[src/rtl/reg_bank_b3_pkg.sv]
// Shared types and the per-bit register operation for reg_bank_b3.
package reg_bank_b3_pkg;

  typedef enum logic [1:0] {
    OP_WRITE  = 2'd0,
    OP_SET    = 2'd1,
    OP_CLEAR  = 2'd2,
    OP_TOGGLE = 2'd3
  } reg_op_t;

  // Ops are purely bitwise, so one bit of a lane is computed at a time.
  function automatic logic apply_op(input reg_op_t op, input logic old, input logic data);
    logic res;
    case (op)
      OP_WRITE:  res = data;
      OP_SET:    res = old | data;
      OP_CLEAR:  res = old & ~data;
      OP_TOGGLE: res = old ^ data;
      default:   res = old;
    endcase
    return res;
  endfunction

endpackage

[src/rtl/reg_bank_b3_cell.sv]
// One read/write register: byte-lane selected write/set/clear/toggle, sync active-low reset.
module reg_bank_b3_cell
  import reg_bank_b3_pkg::*;
#(
  parameter int unsigned            DATA_WIDTH   = 32,
  parameter int unsigned            SELECT_WIDTH = 4,
  parameter logic [DATA_WIDTH-1:0]  RESET_PAT    = '0
) (
  input  logic                    clk_i,
  input  logic                    rst_ni,
  input  logic                    we_i,
  input  reg_op_t                 op_i,
  input  logic [SELECT_WIDTH-1:0] sel_i,
  input  logic [DATA_WIDTH-1:0]   data_i,
  output logic [DATA_WIDTH-1:0]   value_o
);

  localparam int unsigned LANE_W = DATA_WIDTH / SELECT_WIDTH;

  logic [DATA_WIDTH-1:0] value_q;
  logic [DATA_WIDTH-1:0] value_d;

  for (genvar b = 0; b < DATA_WIDTH; b++) begin : g_bit
    assign value_d[b] = (we_i && sel_i[b / LANE_W]) ? apply_op(op_i, value_q[b], data_i[b])
                                                    : value_q[b];
  end

  always_ff @(posedge clk_i) begin
    if (!rst_ni) value_q <= RESET_PAT;
    else         value_q <= value_d;
  end

  assign value_o = value_q;

endmodule

[src/rtl/reg_bank_b3.sv]
// Wishbone B3 classic register bank with write/set/clear/toggle aliases and RO hw inputs.
// Optional write lock input enabled by defining REG_BANK_B3_LOCK_EN.
module reg_bank_b3
  import reg_bank_b3_pkg::*;
#(
  parameter int unsigned           DATA_WIDTH   = 32,
  parameter int unsigned           SELECT_WIDTH = 4,
  parameter int unsigned           NUM_REGS     = 8,
  parameter int unsigned           ADDR_WIDTH   = 8,
  parameter logic [DATA_WIDTH-1:0] RESET_PAT    = '0,
  parameter logic [NUM_REGS-1:0]   RO_MASK      = '0
) (
  input  logic                           clock,
  input  logic                           reset,
  input  logic                           cycle,
  input  logic                           strobe,
  input  logic                           writeEnable,
  input  logic [ADDR_WIDTH-1:0]          address,
  input  logic [SELECT_WIDTH-1:0]        select,
  input  logic [DATA_WIDTH-1:0]          dataMaster,
  output logic [DATA_WIDTH-1:0]          dataSlave,
  output logic                           ack,
  output logic                           err,
  output logic                           rty,
`ifdef REG_BANK_B3_LOCK_EN
  input  logic                           lock,
`endif
  input  logic [NUM_REGS*DATA_WIDTH-1:0] hw_in,
  output logic [NUM_REGS*DATA_WIDTH-1:0] regs_out,
  output logic [NUM_REGS-1:0]            write_pulse
);

  localparam int unsigned IW    = ADDR_WIDTH - 2;
  localparam int unsigned IDX_W = (NUM_REGS > 1) ? $clog2(NUM_REGS) : 1;
  localparam logic [IW:0] NREGS = (IW+1)'(NUM_REGS);

  logic [DATA_WIDTH-1:0] regs [NUM_REGS];

  logic [IW-1:0]         idx;
  logic [IDX_W-1:0]      idx_s;
  logic                  accept;
  logic                  in_range;
  logic                  is_ro;
  logic                  locked;
  logic                  err_now;
  logic                  wr_commit;
  logic [DATA_WIDTH-1:0] rdata;

  logic                  ack_q,   ack_d;
  logic                  err_q,   err_d;
  logic [DATA_WIDTH-1:0] data_q,  data_d;
  logic [NUM_REGS-1:0]   pulse_q, pulse_d;

  assign idx   = address[ADDR_WIDTH-1:2];
  assign idx_s = idx[IDX_W-1:0];

  always_comb begin
    accept   = cycle & strobe & ~(ack_q | err_q);
    in_range = ({1'b0, idx} < NREGS);
    is_ro    = in_range & RO_MASK[idx_s];
`ifdef REG_BANK_B3_LOCK_EN
    locked   = lock & ~is_ro;
`else
    locked   = 1'b0;
`endif
    err_now   = ~in_range | (writeEnable & (is_ro | locked));
    wr_commit = accept & writeEnable & ~err_now;
    rdata     = in_range ? regs[idx_s] : '0;

    ack_d   = accept & ~err_now;
    err_d   = accept & err_now;
    data_d  = data_q;
    pulse_d = '0;
    if (accept) data_d = (!writeEnable && !err_now) ? rdata : '0;
    if (wr_commit) pulse_d = NUM_REGS'(1) << idx_s;
  end

  always_ff @(posedge clock) begin
    if (!reset) begin
      ack_q   <= 1'b0;
      err_q   <= 1'b0;
      data_q  <= '0;
      pulse_q <= '0;
    end else begin
      ack_q   <= ack_d;
      err_q   <= err_d;
      data_q  <= data_d;
      pulse_q <= pulse_d;
    end
  end

  for (genvar i = 0; i < NUM_REGS; i++) begin : g_reg
    if (RO_MASK[i]) begin : g_ro
      assign regs[i] = hw_in[i*DATA_WIDTH +: DATA_WIDTH];
    end else begin : g_rw
      reg_bank_b3_cell #(
        .DATA_WIDTH   (DATA_WIDTH),
        .SELECT_WIDTH (SELECT_WIDTH),
        .RESET_PAT    (RESET_PAT)
      ) u_cell (
        .clk_i   (clock),
        .rst_ni  (reset),
        .we_i    (wr_commit && (idx_s == IDX_W'(i))),
        .op_i    (reg_op_t'(address[1:0])),
        .sel_i   (select),
        .data_i  (dataMaster),
        .value_o (regs[i])
      );
    end
    assign regs_out[i*DATA_WIDTH +: DATA_WIDTH] = regs[i];
  end

  // hw_in slices behind RW registers are intentionally ignored.
  logic unused_hw;
  assign unused_hw = ^hw_in;

  assign dataSlave   = data_q;
  assign ack         = ack_q;
  assign err         = err_q;
  assign rty         = 1'b0;
  assign write_pulse = pulse_q;

endmodule

[config.mk]
export PLATFORM = sky130hd
export DESIGN_NAME = reg_bank_b3
export DESIGN_NICKNAME = d
export VERILOG_FILES = /design/src/rtl/reg_bank_b3_pkg.sv /design/src/rtl/reg_bank_b3_cell.sv /design/src/rtl/reg_bank_b3.sv
export SDC_FILE = /design/constraint.sdc
export NUM_CORES = 1
export LEC_CHECK = 0
export BUFFER_PORTS_ARGS = -buffer_cell sky130_fd_sc_hd__buf_2
export CAP_MARGIN = 20
export CORE_ASPECT_RATIO = 0.7
export CORE_UTILIZATION = 51
export CTS_CLUSTER_DIAMETER = 100
export DETAILED_ROUTE_END_ITERATION = 6
export PLACE_DENSITY = 0.78
export REMOVE_ABC_BUFFERS = 1
export SLEW_MARGIN = 20
export SYNTH_ARGS = -nofsm -noshare
export SYNTH_HDL_FRONTEND = slang
export SYNTH_HIERARCHICAL = 1
export SYNTH_SLANG_ARGS = --single-unit
[constraint.sdc]
create_clock -name clock -period 2.6 [get_ports clock]
set_input_delay 0.78 -clock clock [delete_from_list [all_inputs] [get_ports clock]]
set_output_delay 0.78 -clock clock [all_outputs]
set_load 0.05 [all_outputs]
==> results of run 1 <==
## power groups by stage
stage               logic, mW  registers (mW)  clock network [mW]
finish                   1.73            4.58                5.40
detailed placement       1.70            4.68                   0
global placement         1.62            4.68                   0
CTS                      1.71            4.58                5.45
global route             1.90            4.58                5.65
floorplan               0.861            4.69                   0
## registers in the layout, indices dropped and copies added, names as in the netlist
| register | flops |
|---|---|
| ack | 1 |
| dataSlave | 32 |
| err | 1 |
| g.g_rw.u_cell/value_o | 256 |
| write_pulse | 8 |
## worst max-delay path by stage
stage,from,end,slack [ns],depth (start not counted)
6_report,err,g_reg[4].g_rw.u_cell/value_o[6],0.14,10
5_1_grt,err,g_reg[4].g_rw.u_cell/value_o[6],0.008,10
4_1_cts,err,g_reg[4].g_rw.u_cell/value_o[29],0.11,8
3_5_place_dp,strobe,g_reg[5].g_rw.u_cell/value_o[6],-0.34,10
3_3_place_gp,strobe,g_reg[5].g_rw.u_cell/value_o[24],-0.22,9
2_1_floorplan,strobe,g_reg[4].g_rw.u_cell/value_o[22],-0.49,6
## routing by layer
layer | vias to the layer above | global-route usage | routed length [um]
li1 | 11600 | - | -
met1 | 11700 | 0.400 | 37700
met2 | 1028 | 0.433 | 35400
met3 | 142 | 0.0710 | 8440
met4 | 0 | 0.0827 | 2260
met5 | - | 0 | 0
## area by class of cell
class                      instances  area (um^2)  share of cell area
clock buffer                      50         1080              0.0325
multi-input combinational       2054        19100               0.577
inverter                         513         1930              0.0581
antenna                            5         12.5            0.000378
tap                              730          913              0.0276
timing repair buffer             544         3980               0.120
clock inverter                    16          151             0.00457
sequential                       298         5970               0.180
## layout by cell type, fill, tap and decap left out, types with 5 or more instances in the layout
cell type  synthesis  layout
mux4_2            27      27
nor2b_1           12      12
mux2_1             8       8
clkbuf_1          69       5
clkinv_2           0       7
ha_1             512     512
nand2_1          241     241
buf_2             36     341
clkbuf_16          0      39
o21ai_0          436     436
buf_4             25     142
buf_12             4      59
a221oi_1          60      60
mux2_2            60      60
dfxtp_1          298     298
a22o_1            32      32
nand3_1           49      49
clkbuf_8           0       6
nor2_1            27      25
nor2b_4           12      12
mux4_1            37      37
a221oi_2         160     160
inv_1            513     513
diode_2            0       5
and2_1            32      31
and3_1            32      32
o221ai_1          36      36
mux2i_1          256     256
## critical path, stage by stage (launching register included)
cell and delay (ns):
dfxtp_1 0.33, nor4bb_1 0.38, buf_4 0.22, nand4_1 0.10, buf_4 0.17, nor3_2 0.23
buf_4 0.19, and2_1 0.17, nor2b_1 0.23, buf_4 0.21, a221oi_2 0.08
## repair_timing
action | 4_1_cts | 5_1_grt
setup endpoints to repair | 0 | 61
resized for setup | 0 | 2
setup buffers | 0 | 2
## cells by family after synthesis
| family | synth area share |
|---|---|
| buffers and inverters | 0.116 |
| multiplexers | 0.173 |
| other | 0.000132 |
| flip-flops | 0.211 |
| AO/OA/AOI/OAI | 0.202 |
| adder cells (fa/ha/maj) | 0.226 |
| AND/OR/NAND/NOR | 0.0718 |
## stage by stage
stage	hold WS, ns	TNS, ns	cell area (um^2)	util
after floorplan	0.765	-34.23	27000	-
after global placement	0.460	-26.30	31900	0.587
after detailed placement	0.459	-53.18	31900	0.587
after CTS	0.478	0	33100	0.610
after global routing	0.497	0	33100	0.610
final	0.471	0	33100	0.610
==> impl_metrics.yaml, run 1 <==
synthesis:
  async_flop_share: 0
  synth.top_cell.area_share: 0.226
  ys_top_cells_by_area: "ha_1 (23%), dfxtp_1 (21%), mux2i_1 (9.0%)"
  yosysSeqAreaShare: 0.211
  yosys-top-cells-count: "inv_1 (513), ha_1 (512), o21ai_0 (436)"
  netlist.top_cell.by_area: "ha_1"
  synth_ff_type: "dfxtp_1"
  synth_cells: 3064
  yosys_warnings: 6
  ys_ff_latch: 298
  yosysMostFrequentCell: "inv_1"
  synth_cell_types: 38
  netlist_area_mm2: 0.0283
  synth_edf_count: 0
  syn_avg_cell_area_um2: 9.25
final_layout:
  nNetsFinal: 4265
  synthToLayoutAreaGrowth_pct: 16.9
  final_layout_size_suffix_gt1_frac: 0.251
  fillers: 4410
  final_cells: 4210
clock_tree:
  cts_hold_buf: 0
  cts_tree: "built"
  clock_latency_ns: 0.56
  numClockSinks: 298
  clock_path_buffers: 3
  cts_made_buffers: 37
  cts.reportedPaths.clkPinSlew_ns: 0.06
  h-tree-depth: 2
  root_buffer: "clkbuf_16"
power_and_ir_drop:
  p_seq_frac: 0.391
  finalPower_mw: 11.7
  power.density_mw_per_mm2: 353
  p_switching_mw: 3.39
  power_frac_comb: 0.147
  clockPowerShare: 0.462
  p_leak_nw: 16.8
  sw_frac_of_total: 0.290
  p_int_mw: 8.31
  ir_worst_vdd_v: 0.000401
floorplanning:
  die_h_um: 199
  die_w_um: 284
  coreArea_mm2: 0.0543
  num_rows: 71
  design.portCount: 604
  initial_utilization: 0.522
  dieArea_mm2: 0.0565
sta:
  post-route-min-period_ns: 2.46
  fmax_mhz: 407
  finalClockSkew_ns: 0.0260
  setup_slack_ns: 0.142
  setup_violations: 0
  finalCritPeriodShare: 0.945
  max_slew_margin: 0.320
  max_slew.worst_pin.slew_ns: 1.02
  rsz0062_at_grt: "no"
  drv_slew: 0
  hold_viol: 0
routing:
  ant_nets: 0
  drt_iter0_markers: 1999
  first_pass_iters: 5
  vias: 24500
  routed_via_density: 5.82
  wl_per_cell_um: 19.9
  drt_wl_total_mm: 83.8
  drc: 0
min_path:
  hold-path-endpoint: "dataSlave[28]"
  hold_path_depth: 1
  hold_path_startpoint: "dataSlave[28]"
  hp-class: "reg2reg"
critical_path:
  critPathLaunchType: "flop"
  timing.rr.start: "err"
  critical_path_class: "reg2reg"
  critPathRequiredTime_ns: 3.03
  critPathMaxFanout: 5
  r2r_slack_ns: 0.14
  r2r_end: "g_reg[4].g_rw.u_cell/value_o[6]"
  worst-endpoint-arrival_ns: 2.89
  worstRegToRegCells: 10
  end_kind: "flop"
grt:
  antenna_found_initial: 6
  grt_max_degree: 111
  grt_pass1_wl_mm: 129
  grt_usage: 0.286
  grt_pass1_vias: 22500
  grt-ovfl-total: 0
placement:
  preCtsSetupSlack_ns: -0.336
  numPlacedInstances: 4137
  routabilityCongestion: 0.855
  dpl.hpwl_mm: 61.4
  portBuffers: 346
status:
  status: "completed"
job:
  drv_cap: 0
(Power assumes the default switching activity.)
==> run 2: changes to the inputs <==
Settings changed: SETUP_SLACK_MARGIN from default to 0.4.
==> impl_metrics.yaml, run 2 (synthesized netlist as in run 1, its figures left out) <==
clock_tree:
  h-tree-depth: 2
  clock_path_buffers: 3
  cts_made_buffers: 37
  cts_tree: "built"
  clock_latency_ns: 0.57
  numClockSinks: 298
  cts.reportedPaths.clkPinSlew_ns: 0.06
  root_buffer: "clkbuf_16"
floorplanning:
  coreArea_mm2: 0.0543
  die_w_um: 284
  design.portCount: 604
  die_h_um: 199
  num_rows: 71
  initial_utilization: 0.522
  dieArea_mm2: 0.0565
grt:
  grt-ovfl-total: 0
  grt_max_degree: 111
  grt_usage: 0.286
  antenna_found_initial: 5
  grt_pass1_wl_mm: 129
  grt_pass1_vias: 22600
critical_path:
  critPathRequiredTime_ns: 3.05
  critical_path_class: "reg2reg"
  critPathLaunchType: "flop"
  critPathMaxFanout: 8
  end_kind: "flop"
  worst-endpoint-arrival_ns: 2.67
power_and_ir_drop:
  ir_worst_vdd_v: 0.000399
  p_leak_nw: 17.0
  power.density_mw_per_mm2: 348
  finalPower_mw: 11.7
routing:
  routed_via_density: 5.82
  ant_nets: 0
  drt_iter0_markers: 1943
  drt_wl_total_mm: 84.6
  drc: 0
  vias: 24500
  wl_per_cell_um: 20.1
  first_pass_iters: 6
placement:
  numPlacedInstances: 4137
  placed_area_mm2: 0.0319
  routabilityCongestion: 0.855
  portBuffers: 346
  dpl.hpwl_mm: 61.4
sta:
  holdWs_ns: 0.472
  max_slew_margin: 0.317
  drv_slew: 0
  post-route-min-period_ns: 2.22
  setup_violations: 0
  finalClockSkew_ns: 0.0264
  hold_viol: 0
  finalCritPeriodShare: 0.852
  rsz0062_at_grt: "yes"
  fmax_mhz: 451
  max_slew.worst_pin.slew_ns: 1.02
final_layout:
  final_cell_mix: "inv_1 (513), ha_1 (512), o21ai_0 (399)"
  layout_commonest_cell: "inv_1"
  largest_register_ffs: 256
  design_area_mm2: 0.0337
  final_layout_size_suffix_gt1_frac: 0.276
  fillers: 4328
  synthToLayoutAreaGrowth_pct: 19.0
  fin_util: 0.621
  nNetsFinal: 4269
  final_cells: 4212
min_path:
  hp-class: "reg2reg"
status:
  status: "completed"
job:
  drv_cap: 0
==> run 2: critical path: stages, from the launching register on <==
cell and delay [ns]:
dfxtp_4 0.35, nor4bb_4 0.28, buf_4 0.19, nand4_1 0.11, buf_6 0.16, nor2_1 0.13
buf_4 0.17, and2_1 0.14, buf_4 0.17, o21ai_0 0.12, a221oi_2 0.27
==> run 2: layout make-up <==
type | count | area (um^2) | area share
Clock buffer | 50 | 1080 | 0.0320
Inverter | 513 | 1930 | 0.0571
Multi-Input combinational cell | 2054 | 19500 | 0.579
Timing Repair Buffer | 548 | 4150 | 0.123
Antenna cell | 3 | 7.51 | 0.000223
Sequential cell | 298 | 5970 | 0.177
Clock inverter | 16 | 151 | 0.00449
Tap cell | 730 | 913 | 0.0271
==> run 2: per-stage QoR <==
step	setup slack [ns]	TNS, ns
after global routing	0.243	0
after floorplan	-0.491	-34.23
after global placement	-0.224	-26.30
after CTS	0.368	0
after detailed placement	-0.336	-53.18
final	0.385	0
==> run 2: power breakdown <==
group          internal, mW  switching (mW)  leakage [nW]
sequential             4.57         0.00781          2.40
clock                  3.12            2.29         0.599
combinational         0.630            1.13          14.0
==> run 2: final timing paths <==
check,depth (start not counted),slack [ns],start,endpoint
setup / recovery,10,0.38,err,g_reg[6].g_rw.u_cell/value_o[4]
hold / removal,1,0.47,dataSlave[28],dataSlave[28]
setup reg to reg,10,0.38,err,g_reg[6].g_rw.u_cell/value_o[4]
hold reg to reg,1,0.47,dataSlave[28],dataSlave[28]
==> run 2: timing repair <==
action                                  CTS  global route
endpoints found under the setup margin  256           258
pin swaps                                 2            45
resized for setup                        33           146
buffers inserted                          4             2
hold buffers                              0             0
==> run 2: metal layers <==
layer,vias to the layer above,global-route usage,share of wire,wire [um]
li1,11600,-,-,-
met1,11700,0.400,0.45,38000
met2,1017,0.435,0.43,36100
met3,143,0.0708,0.097,8240
met4,2,0.0833,0.026,2220
met5,-,0,0.000083,7
